File: config.mk
export PLATFORM = sky130hd
export DESIGN_NAME = alu_muldiv
export DESIGN_NICKNAME = d
export VERILOG_FILES = /design/src/rtl/alu_muldiv.sv
export SDC_FILE = /design/constraint.sdc
export NUM_CORES = 1
export LEC_CHECK = 0
export CAP_MARGIN = 20
export CORE_MARGIN = 1.5
export CORE_UTILIZATION = 60
export CTS_CLUSTER_DIAMETER = 50
export CTS_CLUSTER_SIZE = 40
export DETAILED_ROUTE_END_ITERATION = 8
export PLACE_DENSITY = 0.84
export SYNTH_ARGS = -nofsm -noshare
export SYNTH_HDL_FRONTEND = slang
export SYNTH_SLANG_ARGS = --single-unit
File: constraint.sdc
create_clock -name clock -period 8.3 [get_ports clock]
set_input_delay 1.245 -clock clock [delete_from_list [all_inputs] [get_ports clock]]
set_output_delay 1.245 -clock clock [all_outputs]
set_load 0.02 [all_outputs]
File: src/rtl/alu_muldiv.sv
// Iterative multiply/divide unit owning the HI/LO registers.
// One product/quotient bit per cycle, sign fix-up in a final cycle.
module alu_muldiv #(
  parameter int DATA_W = 32,
  parameter int CNT_W  = $clog2(DATA_W) + 1
) (
  input  logic              clock,
  input  logic              reset,
  input  logic              start,
  input  logic [2:0]        op,
  input  logic [DATA_W-1:0] data1,
  input  logic [DATA_W-1:0] data2,
  input  logic              cancel,
  output logic              busy,
  output logic              done,
  output logic              div_zero,
  output logic [DATA_W-1:0] reg_lo,
  output logic [DATA_W-1:0] reg_hi
);

  typedef enum logic [1:0] {
    IDLE = 2'd0,
    RUN  = 2'd1,
    FIX  = 2'd2
  } state_t;

  state_t state_reg, state_next;

  logic [CNT_W-1:0]    cnt_reg;
  logic [2*DATA_W-1:0] acc_reg;
  logic [DATA_W-1:0]   rem_reg;
  logic [DATA_W-1:0]   b_reg;
  logic [DATA_W-1:0]   d1_reg;
  logic                is_div_reg;
  logic                neg_q_reg;
  logic                neg_r_reg;
  logic                dz_reg;
  logic                done_reg;
  logic                div_zero_reg;
  logic [DATA_W-1:0]   lo_reg;
  logic [DATA_W-1:0]   hi_reg;

  logic                accept;
  logic                signed_op;
  logic [DATA_W-1:0]   abs1;
  logic [DATA_W-1:0]   abs2;
  logic [DATA_W:0]     mul_sum;
  logic [2*DATA_W-1:0] mul_next;
  logic [DATA_W:0]     div_shift;
  logic [DATA_W:0]     div_diff;
  logic                div_ge;
  logic [DATA_W-1:0]   rem_next;
  logic [2*DATA_W-1:0] prod_fix;
  logic [DATA_W-1:0]   quot_fix;
  logic [DATA_W-1:0]   rem_fix;

  assign accept    = (state_reg == IDLE) && start && !cancel;
  assign signed_op = op[0];
  assign abs1 = (signed_op && data1[DATA_W-1]) ? -data1 : data1;
  assign abs2 = (signed_op && data2[DATA_W-1]) ? -data2 : data2;

  // Shift-add: the multiplier sits in the low half and drains out bit by bit.
  assign mul_sum  = {1'b0, acc_reg[2*DATA_W-1:DATA_W]} + (acc_reg[0] ? {1'b0, b_reg} : '0);
  assign mul_next = {mul_sum, acc_reg[DATA_W-1:1]};

  // Restoring step on a DATA_W+1-bit partial remainder; MSB of the difference is the borrow.
  assign div_shift = {rem_reg, acc_reg[DATA_W-1]};
  assign div_diff  = div_shift - {1'b0, b_reg};
  assign div_ge    = ~div_diff[DATA_W];
  assign rem_next  = div_ge ? div_diff[DATA_W-1:0] : div_shift[DATA_W-1:0];

  assign prod_fix = neg_q_reg ? -acc_reg : acc_reg;
  assign quot_fix = neg_q_reg ? -acc_reg[DATA_W-1:0] : acc_reg[DATA_W-1:0];
  assign rem_fix  = neg_r_reg ? -rem_reg : rem_reg;

  always_ff @(posedge clock or posedge reset) begin
    if (reset) state_reg <= IDLE;
    else       state_reg <= state_next;
  end

  always_comb begin
    state_next = state_reg;
    case (state_reg)
      IDLE: if (accept && !op[2]) state_next = RUN;
      RUN: begin
        if (cancel)                       state_next = IDLE;
        else if (cnt_reg == CNT_W'(1))    state_next = FIX;
      end
      FIX:     state_next = IDLE;
      default: state_next = IDLE;
    endcase
  end

  always_comb begin
    busy = (state_reg != IDLE);
  end

  always_ff @(posedge clock or posedge reset) begin
    if (reset) begin
      cnt_reg      <= '0;
      acc_reg      <= '0;
      rem_reg      <= '0;
      b_reg        <= '0;
      d1_reg       <= '0;
      is_div_reg   <= 1'b0;
      neg_q_reg    <= 1'b0;
      neg_r_reg    <= 1'b0;
      dz_reg       <= 1'b0;
      done_reg     <= 1'b0;
      div_zero_reg <= 1'b0;
      lo_reg       <= '0;
      hi_reg       <= '0;
    end else begin
      done_reg <= 1'b0;
      case (state_reg)
        IDLE: begin
          if (accept) begin
            if (!op[2]) begin
              cnt_reg    <= CNT_W'(DATA_W);
              rem_reg    <= '0;
              d1_reg     <= data1;
              is_div_reg <= op[1];
              neg_q_reg  <= signed_op & (data1[DATA_W-1] ^ data2[DATA_W-1]);
              neg_r_reg  <= signed_op & data1[DATA_W-1];
              dz_reg     <= (data2 == '0);
              acc_reg    <= {{DATA_W{1'b0}}, (op[1] ? abs1 : abs2)};
              b_reg      <= op[1] ? abs2 : abs1;
            end else if (op == 3'd4) begin
              lo_reg <= data1;
            end else if (op == 3'd5) begin
              hi_reg <= data1;
            end
          end
        end
        RUN: begin
          if (!cancel) begin
            cnt_reg <= cnt_reg - CNT_W'(1);
            if (is_div_reg) begin
              acc_reg[DATA_W-1:0] <= {acc_reg[DATA_W-2:0], div_ge};
              rem_reg             <= rem_next;
            end else begin
              acc_reg <= mul_next;
            end
          end
        end
        FIX: begin
          if (!cancel) begin
            done_reg     <= 1'b1;
            div_zero_reg <= is_div_reg & dz_reg;
            if (!is_div_reg) begin
              hi_reg <= prod_fix[2*DATA_W-1:DATA_W];
              lo_reg <= prod_fix[DATA_W-1:0];
            end else if (dz_reg) begin
              // Divide by zero bypasses sign fix-up: all-ones quotient, raw dividend.
              lo_reg <= '1;
              hi_reg <= d1_reg;
            end else begin
              lo_reg <= quot_fix;
              hi_reg <= rem_fix;
            end
          end
        end
        default: ;
      endcase
    end
  end

  assign done     = done_reg;
  assign div_zero = div_zero_reg;
  assign reg_lo   = lo_reg;
  assign reg_hi   = hi_reg;

endmodule
-- Word level (Yosys, flattened, before mapping)
Cells that the tools add are included.
- $add $sub $neg: 8
- eq/ne operators: 17
- muxes and demuxes: 45
- bitwise operators: 7
- reductions and logical operators: 20
- operator list (cell ; number):
    two-way mux 32 bit ; 27
    two-way mux 64 bit ; 4
    case mux 32 bit (2 select lines) ; 3
    negation 32 bit ; 4
    case mux 64 bit (2 select lines) ; 1
    negation 64 bit ; 1
    adder 32 x 32 -> 33 bit ; 1
    subtractor 33 x 32 -> 33 bit ; 1
    zero test 32 bit ; 1
    two-way mux 6 bit ; 3
    inequality test 2 bit, second input constant ; 8
    AND reduction 5 bit ; 3
    case mux 6 bit (2 select lines) ; 1
    equality test 3 bit, second input constant ; 2
    equality test 6 x 1 -> 1 bit, second input constant ; 1
    two-way mux 2 bit ; 3
    inequality test 2 x 1 -> 1 bit, second input constant ; 3
    AND reduction 6 bit ; 1
    nonzero test 2 bit ; 3
    subtractor 6 x 1 -> 6 bit, second input constant ; 1
    logical AND 1 bit ; 5
    case mux 2 bit (2 select lines) ; 1
    AND reduction 2 bit ; 2
    AND reduction 4 bit ; 1
    other kinds (10) ; 16
- register bits after elaboration: 238
- bits of input ports: 71

-- Longest topological paths before layout
Gate-level depths: netlist of run 1.
- depth after elaboration: 6
- gate-level depth with buffers: 16

-- Least setup slack after synthesis of run 1
Ideal clock, no wire load.
- path type: in2reg
- from: input port data2[3]
- to: register acc_reg[29]
- setup time: 130 ps
- arrival: 3410 ps
- required time: 8170 ps
- setup slack: 4761 ps
- cell stages on the path: 10
- buffers on the path: 0
- cells stage by stage: or3_1 or4_1 nor3_2 and3b_1 nand2_1 o31ai_1 xor2_1 a21oi_1 a21oi_1 o21ai_1
- longest elaborated chain between the ends: 6
- RTL lines (item ; line ; RTL):
    start, declared ; 12 ; input logic [DATA_W-1:0] data2,
    negation 32 bit ; 60 ; assign abs2 = (signed_op && data2[DATA_W-1]) ? -data2 : data2;
    two-way mux 32 bit ; 60 ;
    two-way mux 32 bit ; 126 ; acc_reg <= {{DATA_W{1'b0}}, (op[1] ? abs1 : abs2)};
    two-way mux 64 bit ; 118 ; if (!op[2]) begin
    two-way mux 64 bit ; 117 ; if (accept) begin
    case mux 64 bit (2 select lines) ; 115 ; case (state_reg)
    end signal, assigned ; 126 ;
    end signal, assigned by index ; 139 ; acc_reg[DATA_W-1:0] <= {acc_reg[DATA_W-2:0], div_ge};
    end signal, assigned ; 142 ; acc_reg <= mul_next;
    end, declared ; 30 ; logic [2*DATA_W-1:0] acc_reg;
Every way passes these cells. The select of a mux whose other input is x is not followed.
A chain may end at the register's enable or synchronous reset.

-- Final worst setup path of run 1
- from: register acc_reg[31]
- to: register rem_reg[0]
- longest elaborated chain between the ends: 5
- RTL lines (item ; line ; RTL):
    subtractor 33 x 32 -> 33 bit ; 68 ; assign div_diff = div_shift - {1'b0, b_reg};
    two-way mux 32 bit (*) ; 70 ; assign rem_next = div_ge ? div_diff[DATA_W-1:0] : div_shift[DATA_W-1:0];
    two-way mux 32 bit (*) ; 138 ; if (is_div_reg) begin
    two-way mux 32 bit (*) ; 136 ; if (!cancel) begin
    case mux 32 bit (2 select lines) (*) ; 115 ;
    end signal, assigned ; 140 ; rem_reg <= rem_next;
    end, declared ; 31 ; logic [DATA_W-1:0] rem_reg;
Mark *: on every way between the ends. The rest lies on a longest branch, timed or not. The select of a mux whose other input is x is not followed.

==> results of run 1 <==
per-layer routing:
layer / vias to the layer above / part of all wire [%] / routed length, um / track usage [%]
met3: 180 / 13 / 7981 / 10.67
li1: 8184 / - / - / -
met5: - / 0 / 0 / 0
met4: 0 / 4.4 / 2708 / 15.44
met1: 8581 / 40 / 24850 / 53.65
met2: 1141 / 43 / 26460 / 57.80
kinds of logic (layout without fill, tap and decap cells):
logic type,count (synthesis),in the layout,synth area share [%]
xor gates and xnor gates,203,203,9.738
AOI/OAI and AO/OA,680,680,23.70
buffers and inverters,227,286,4.873
other,0,2,0
and+or+nand+nor,792,792,19.81
adders and majority gates,72,72,5.016
muxes,76,76,4.235
DFF,238,238,32.62
power by group through the flow:
| stage | Clock (mW) | Combinational (mW) | Sequential, mW |
|---|---|---|---|
| finish | 1.37 | 2.53 | 1.79 |
| global route | 1.42 | 2.73 | 1.82 |
| CTS | 1.37 | 2.47 | 1.77 |
| detailed placement | 0 | 2.46 | 1.79 |
| global placement | 0 | 2.39 | 1.78 |
| floorplan | 0 | 1.62 | 1.78 |
worst register-to-register path: stages, from the launching register on:
cell       delay (ns)
dfrtp_1          0.53
inv_1            0.12
ha_1             0.25
fa_1             0.41
nor2b_1          0.20
o31a_1           0.20
or4b_4           0.17
a311oi_2         0.11
a21boi_1         0.30
o2111ai_2        0.19
and2_2           0.26
o311ai_4         0.28
buf_4            0.57
mux2_1           0.44
o31ai_2          0.17
area by class of cell:
type / instances / area [um^2]
clock inverters: 22 / 227.7
fillers: 2350 / 8987
well taps: 390 / 488.0
repair buffers: 158 / 1556
inverters: 72 / 277.8
diodes: 2 / 5.005
clock buffers: 34 / 817.0
multi-input cells: 1823 / 11480
flip-flops and latches: 238 / 5959
layout by cell type (no fill, tap or decap), types with 13 or more instances in the layout:
cell	count
clkdlybuf4s50_1	136
mux2i_1	66
inv_1	70
or4_1	22
o21ai_0	187
dfrtp_1	235
clkbuf_16	31
nor2_1	199
ha_1	70
nand3_1	35
o21ai_1	16
nor2b_1	17
xnor2_1	138
or3_1	13
nor3_1	24
a22o_1	22
a21o_1	32
o22ai_1	33
a21oi_1	169
o31ai_1	36
o41ai_1	25
a211oi_1	14
buf_4	19
nand2_1	376
o211ai_1	31
nand2b_1	20
xor2_1	65
a31oi_1	27
worst max-delay path by stage:
stage	start	end	depth (start not counted)
4_1_cts	acc_reg[31]	rem_reg[1]	14
5_1_grt	acc_reg[31]	rem_reg[1]	14
6_report	acc_reg[31]	rem_reg[0]	14
3_3_place_gp	data1[2]	acc_reg[27]	11
2_1_floorplan	reset	acc_reg[0]	1
3_5_place_dp	data1[2]	acc_reg[27]	11
stage by stage:
| stage | hold WS, ns | std cells | power (mW) |
|---|---|---|---|
| after detailed placement | 0.4634 | 2680 | 4.251 |
| after CTS | 0.4789 | 2736 | 5.616 |
| after floorplan | 0.4454 | 2288 | 3.401 |
| final | 0.4805 | 2739 | 5.695 |
| after global routing | 0.4952 | 2737 | 5.963 |
| after global placement | 0.4592 | 2680 | 4.163 |
==> impl_results.md, run 1 <==
- Status: finished clean
- Antenna violations before repair: 2
- I/O pin count: 138
- Effective utilization at floorplan: 61.27%
- CTS tree: yes
- Largest area contributor in the netlist: dfrtp_1
- Cell depth of the worst hold path: 2
- Worst slew pin tran: between 0.9 and 1 ns
- Sw Pwr: 2.472 mW
- TritonCTS buffer count: 31
- Flip-flop count of the largest register, all copies and words added: 64
- Setup slack of the worst register-to-register path: 3.99 ns
- Number of max-capacitance violations reported: 0
- HPWL after detailed placement: ~46 mm
- Number of cells produced by synthesis: approximately 2.3k
- Worst setup path category: flop to flop
- Post-layout min period: approximately 4.3 ns
- Async SR Flop Fraction: 100.0%
- Number of nets produced by synthesis: around 2.4k
- Final cell utilization of the core: around 70%
- Worst-path fanout max: 49
- Htree depth: 1
- PwrDens: 273.7 nW/um^2
- Setup TNS Final: 0 ns
- Clock sink count: 238
- Switching share of power: 43.41%
- First-pass GRT wire length: 94.30 mm
- Overall die height: between 150 and 200 um
- Nature of the critical path endpoint: flop
- Area of the die: around 31,000 um^2
- Critical Path RT: slightly below 9 ns
- Synth cell count leaders: nand2_1 (376), dfrtp_1 (238), nor2_1 (201), o21ai_0 (188), a21oi_1 (169)
- Number of flops mapped to enable cells by yosys: 0
- Sequential fraction of the synthesis area: 32.62%
- Worst reg2reg path startpoint: acc_reg[31]
- Cell type of the slowest stage on the worst timing path: buf_4
- Synthesis-stage register bit count: 238
- Cell at the root of the clock tree: clkbuf_16
- Leading post-synthesis cells by cell area: dfrtp_1 (33%), nand2_1 (7.7%), xnor2_1 (6.6%), o21ai_0 (5.2%), ha_1 (4.8%)
- Placer Congestion: 1.031
- Slew headroom: 35.32%
- Number of buffers inserted by port buffering: 137
- Detailed-route via count: 18.09k
- Largest stage delay, worst path: 0.57 ns
- Highest achievable clock rate: 0.2322 GHz
- Number of cells on the worst reg-to-reg path: 14
- Minimum setup slack after placement: 3.907 ns
- Fin Clk Skew: 0.01286 ns
- Portion of total power attributed to sequential cells: 31.4%
- Remaining number of nets flagged by the antenna check after routing: 0
- Critical path launch point type: flop
- Maximum number of pins on one net before global-route repair: 154
- Number of endpoints with negative hold slack in the final report: 0
- Class of the worst hold path: flop to flop
- FP Rows: 63
- Share of cells above drive strength 1: ~6.2%
- Number of synthesis warnings: 0
- Setup repair after global routing missed its margin: no
- Chip Width: about 180 um
- Internal Pwr Total: ~3.2 mW
- Number of detailed-routing iterations run before antenna repair: 6
- Clock latency at the later pin of the worst-skew pair: roughly 0.6 ns
- Final Net Count: 2,467
- Growth of design area from synthesis to finish: 13.97%
- GRT Overall Usage: 38.92%
- Clock network fraction of design power: around a quarter
- Total leakage power: about 9 nW
- Max Root-Sink Buffers: 3
- Post-Synthesis Cell Area: 18,260 um^2
- Portion of the clock cycle consumed by the worst path in the final layout: 51.89%
- Kind of cell adding the most delay to the critical path: compound AO/OA/AOI/OAI gates
- Worst vdd ir: 0.2214 mV
- Average routed wire per standard cell: ~23 um
- Proportion of power drawn by combinational gates: 44.5%
- Worst R2R End: rem_reg[0]
- Slew Limit Fails: 0
- Hold wc startpoint: d1_reg[17]
- Count of unique library cells instantiated by Yosys: 86
- Cell chain of the critical path: inv_1, ha_1, fa_1, nor2b_1, o31a_1, or4b_4, a311oi_2, a21boi_1, o2111ai_2, and2_2, o311ai_4, buf_4, mux2_1, o31ai_2
- Average instance area after synthesis: 7.980 um^2
- Data arrival time of the critical path: ~4.8 ns
- Routed WL: between 60 and 70 mm
- Clock-pin slew of the registers on the worst-case setup and hold paths: 0.06 ns
- Dominant register cell in the synthesized netlist: dfrtp_1
- Count of hold-fix buffers inserted at cts: 0
- Worst min-delay path endpoint: d1_reg[17]
- Placeable core region: 29,800 um^2
- DRC violations left: 0
- Final worst-path setup slack: 3.993 ns
- Buf+Inv Stages, Crit Path: 2
- Final global-route overflow total: 0
- Cell with the most instances after synthesis: nand2_1
- Via density per instance: 6.603
- CTS resizes: 0
- Cell area after placement: 19,730 um^2
- Total of endpoints with negative setup slack in the final report: 0
- Number of global-route vias before repair: 16.42k
- Number of buffers added for setup after CTS: 0
- Top cell type's share of synthesized area: 32.62%
- Post-route design area: 20,810 um^2
- Initial detailed-routing violation count: roughly 2.3k
(Power assumes the default switching activity.)
==> inputs of run 2 (changes only) <==
- clock period: 8.3 -> 4.1 ns (I/O delays scaled with it)
==> impl_results.md, run 2 (synthesis results as in run 1) <==
- Hold wc startpoint: d1_reg[12]
- Max Root-Sink Buffers: 3 (unchanged)
- Chip Width: 177.4 um (unchanged)
- Slew headroom: 26.82% (-8.5 points)
- Antenna violations before repair: 0 (-2)
- Number of global-route vias before repair: 16.53k (+0.67%)
- GRT Overall Usage: 39.28% (+0.36 points)
- Cell area after placement: 20,020 um^2 (+1.5%)
- FP Rows: 63 (unchanged)
- Cell type of the slowest stage on the worst timing path: dfrtp_1
- Buf+Inv Stages, Crit Path: 1 (-1)
- Status: finished clean
- HPWL after detailed placement: 46.76 mm (+0.86%)
- Final Net Count: 2,499 (+1.3%)
- Area of the die: 31,490 um^2 (unchanged)
- Maximum number of pins on one net before global-route repair: 170 (+10%)
- First-pass GRT wire length: 95.62 mm (+1.4%)
- Placer Congestion: 1.000 (-2.9%)
- Overall die height: 177.4 um (unchanged)
- Critical Path RT: 4.58 ns (-4.21 ns)
- Total leakage power: 9.112 nW (+1.2%)
- Clock-pin slew of the registers on the worst-case setup and hold paths: 0.06 ns (about the same)
- Most common cell after layout, fill and taps aside: nand2_1
- Tot Pwr: 11.43 mW (+100%)
- Htree depth: 1 (unchanged)
- Class of the worst hold path: flop to flop
- Clock sink count: 238 (unchanged)
- Portion of the clock cycle consumed by the worst path in the final layout: 91.43% (+40 points)
- Worst vdd ir: 0.3533 mV (+60%)
- Setup repair after global routing missed its margin: no
- Final global-route overflow total: 0 (unchanged)
- Flip-flop count of the largest register, all copies and words added: 64 (unchanged)
- Inserted Diodes: 0 (-2)
- Effective utilization at floorplan: 61.27% (unchanged)
- Nature of the critical path endpoint: flop
- Total of endpoints with negative setup slack in the final report: 0 (unchanged)
- I/O pin count: 138 (unchanged)
- Remaining number of nets flagged by the antenna check after routing: 0 (unchanged)
- Worst setup path category: flop to flop
- Number of endpoints with negative hold slack in the final report: 0 (unchanged)
- Share of cells above drive strength 1: 7.317% (+1.1 points)
- CTS tree: yes
- Detailed-route via count: 18.30k (+1.2%)
- PwrDens: 544.8 nW/um^2 (+99%)
- Number of max-capacitance violations reported: 0 (unchanged)
- Minimum setup slack after placement: 0.4399 ns (-3.467 ns)
- Number of buffers inserted by port buffering: 137 (unchanged)
- Kind of cell adding the most delay to the critical path: compound AO/OA/AOI/OAI gates
- Post-layout min period: 3.749 ns (-0.5582 ns)
- TritonCTS buffer count: 29 (-6.5%)
- Worst slew pin tran: 1.098 ns (+0.1275 ns)
- Highest achievable clock rate: 0.2668 GHz (+15%)
- Commonest non-fill, non-tap cells in the layout: nand2_1 (376), dfrtp_1 (235), nor2_1 (199), o21ai_0 (187), a21oi_1 (169)
- Largest stage delay, worst path: 0.42 ns (-0.15 ns)
- Routed WL: 62.33 mm (+0.54%)
- CTS resizes: 0 (unchanged)
- Post-route design area: 20,980 um^2 (+0.82%)
- Average routed wire per standard cell: 22.52 um (-0.51%)
- Via density per instance: 6.611 (+0.12%)
- Critical Path Source: b_reg[0]
- Count of hold-fix buffers inserted at cts: 0 (unchanged)
- DRC violations left: 0 (unchanged)
- Growth of design area from synthesis to finish: 14.91%
- Placeable core region: 29,800 um^2 (unchanged)
- Clock latency at the later pin of the worst-skew pair: 0.57 ns (-0.02 ns)
- Number of buffers added for setup after CTS: 0 (unchanged)
- Number of detailed-routing iterations run before antenna repair: 8 (+2)
- Initial detailed-routing violation count: 2,557 (+11%)
- Final worst-path setup slack: 0.3513 ns (-3.642 ns)
- Worst-case hold slack: 0.4772 ns (-0.003349 ns)
- Cell chain of the critical path: ha_1, fa_1, nor2b_1, o31a_1, or4b_4, a311oi_2, a21boi_1, o2111ai_2, and2_2, o311ai_4, buf_12, mux2_1, o31ai_2
- Fin Clk Skew: 0.02199 ns (+0.009131 ns)
- Worst-path fanout max: 45 (-8.2%)
- Setup TNS Final: 0 ns (unchanged)
- Cell at the root of the clock tree: clkbuf_16
- Critical path launch point type: flop
- Worst reg2reg path startpoint: b_reg[0]
- Slew Limit Fails: 0 (unchanged)
- Data arrival time of the critical path: 4.23 ns (-0.57 ns)
-- run 2: cell types whose count changed in the layout (fill, tap and decap cells not counted), sizes merged --
| cell | previous run | this run |
|---|---|---|
| buf | 22 | 56 |
| inv | 85 | 79 |
| clkinvlp | 3 | 7 |
| diode | 2 | 0 |
| clkbuf | 34 | 33 |
-- run 2: worst reg2reg max path, stage by stage (launching register included) --
cell	delay, ns
dfrtp_1	0.42
ha_1	0.23
fa_1	0.42
nor2b_1	0.20
o31a_1	0.24
or4b_4	0.19
a311oi_2	0.10
a21boi_1	0.24
o2111ai_2	0.17
and2_2	0.25
o311ai_4	0.35
buf_12	0.28
mux2_1	0.40
o31ai_2	0.18
-- run 2: routing by layer --
layer	global-route usage, %	share of wire (%)
met5	0	0
met4	15.06	4.3
met3	9.747	13
met2	57.41	42
met1	55.82	40
-- run 2: metrics by stage --
stage / std cells / util [%]
floorplan: 2288 / -
detailed placement: 2715 / 67.20
CTS: 2768 / 70.41
finish: 2768 / 70.41
global route: 2768 / 70.41
global placement: 2715 / 67.20
-- run 2: final timing paths --
kind | end | slack (ns) | cells after the start
setup reg to reg | rem_reg[0] | 0.35 | 13
hold / removal | d1_reg[12] | 0.48 | 2
setup / recovery | rem_reg[0] | 0.35 | 13
min in group asynchronous | reg_lo[17] | 0.60 | 3
hold reg to reg | d1_reg[12] | 0.48 | 2
max in group asynchronous | dz_reg | 2.62 | 3
-- run 2: power breakdown --
group / leakage [nW] / internal [mW] / switching (mW) / total (mW)
clock network: 0.454 / 1.43 / 1.16 / 2.59
logic: 5.64 / 2.12 / 3.08 / 5.20
registers: 3.02 / 2.91 / 0.719 / 3.63
total: 9.11 / 6.47 / 4.96 / 11.4
-- run 2: area by class of cell --
type	count	area (um^2)
sequential	238	5959
multi-input combinational	1823	11470
clock buffer	33	760.7
inverter	72	274.0
tap	390	488.0
clock inverter	20	195.2
timing repair buffer	192	1829
fill	2366	8817
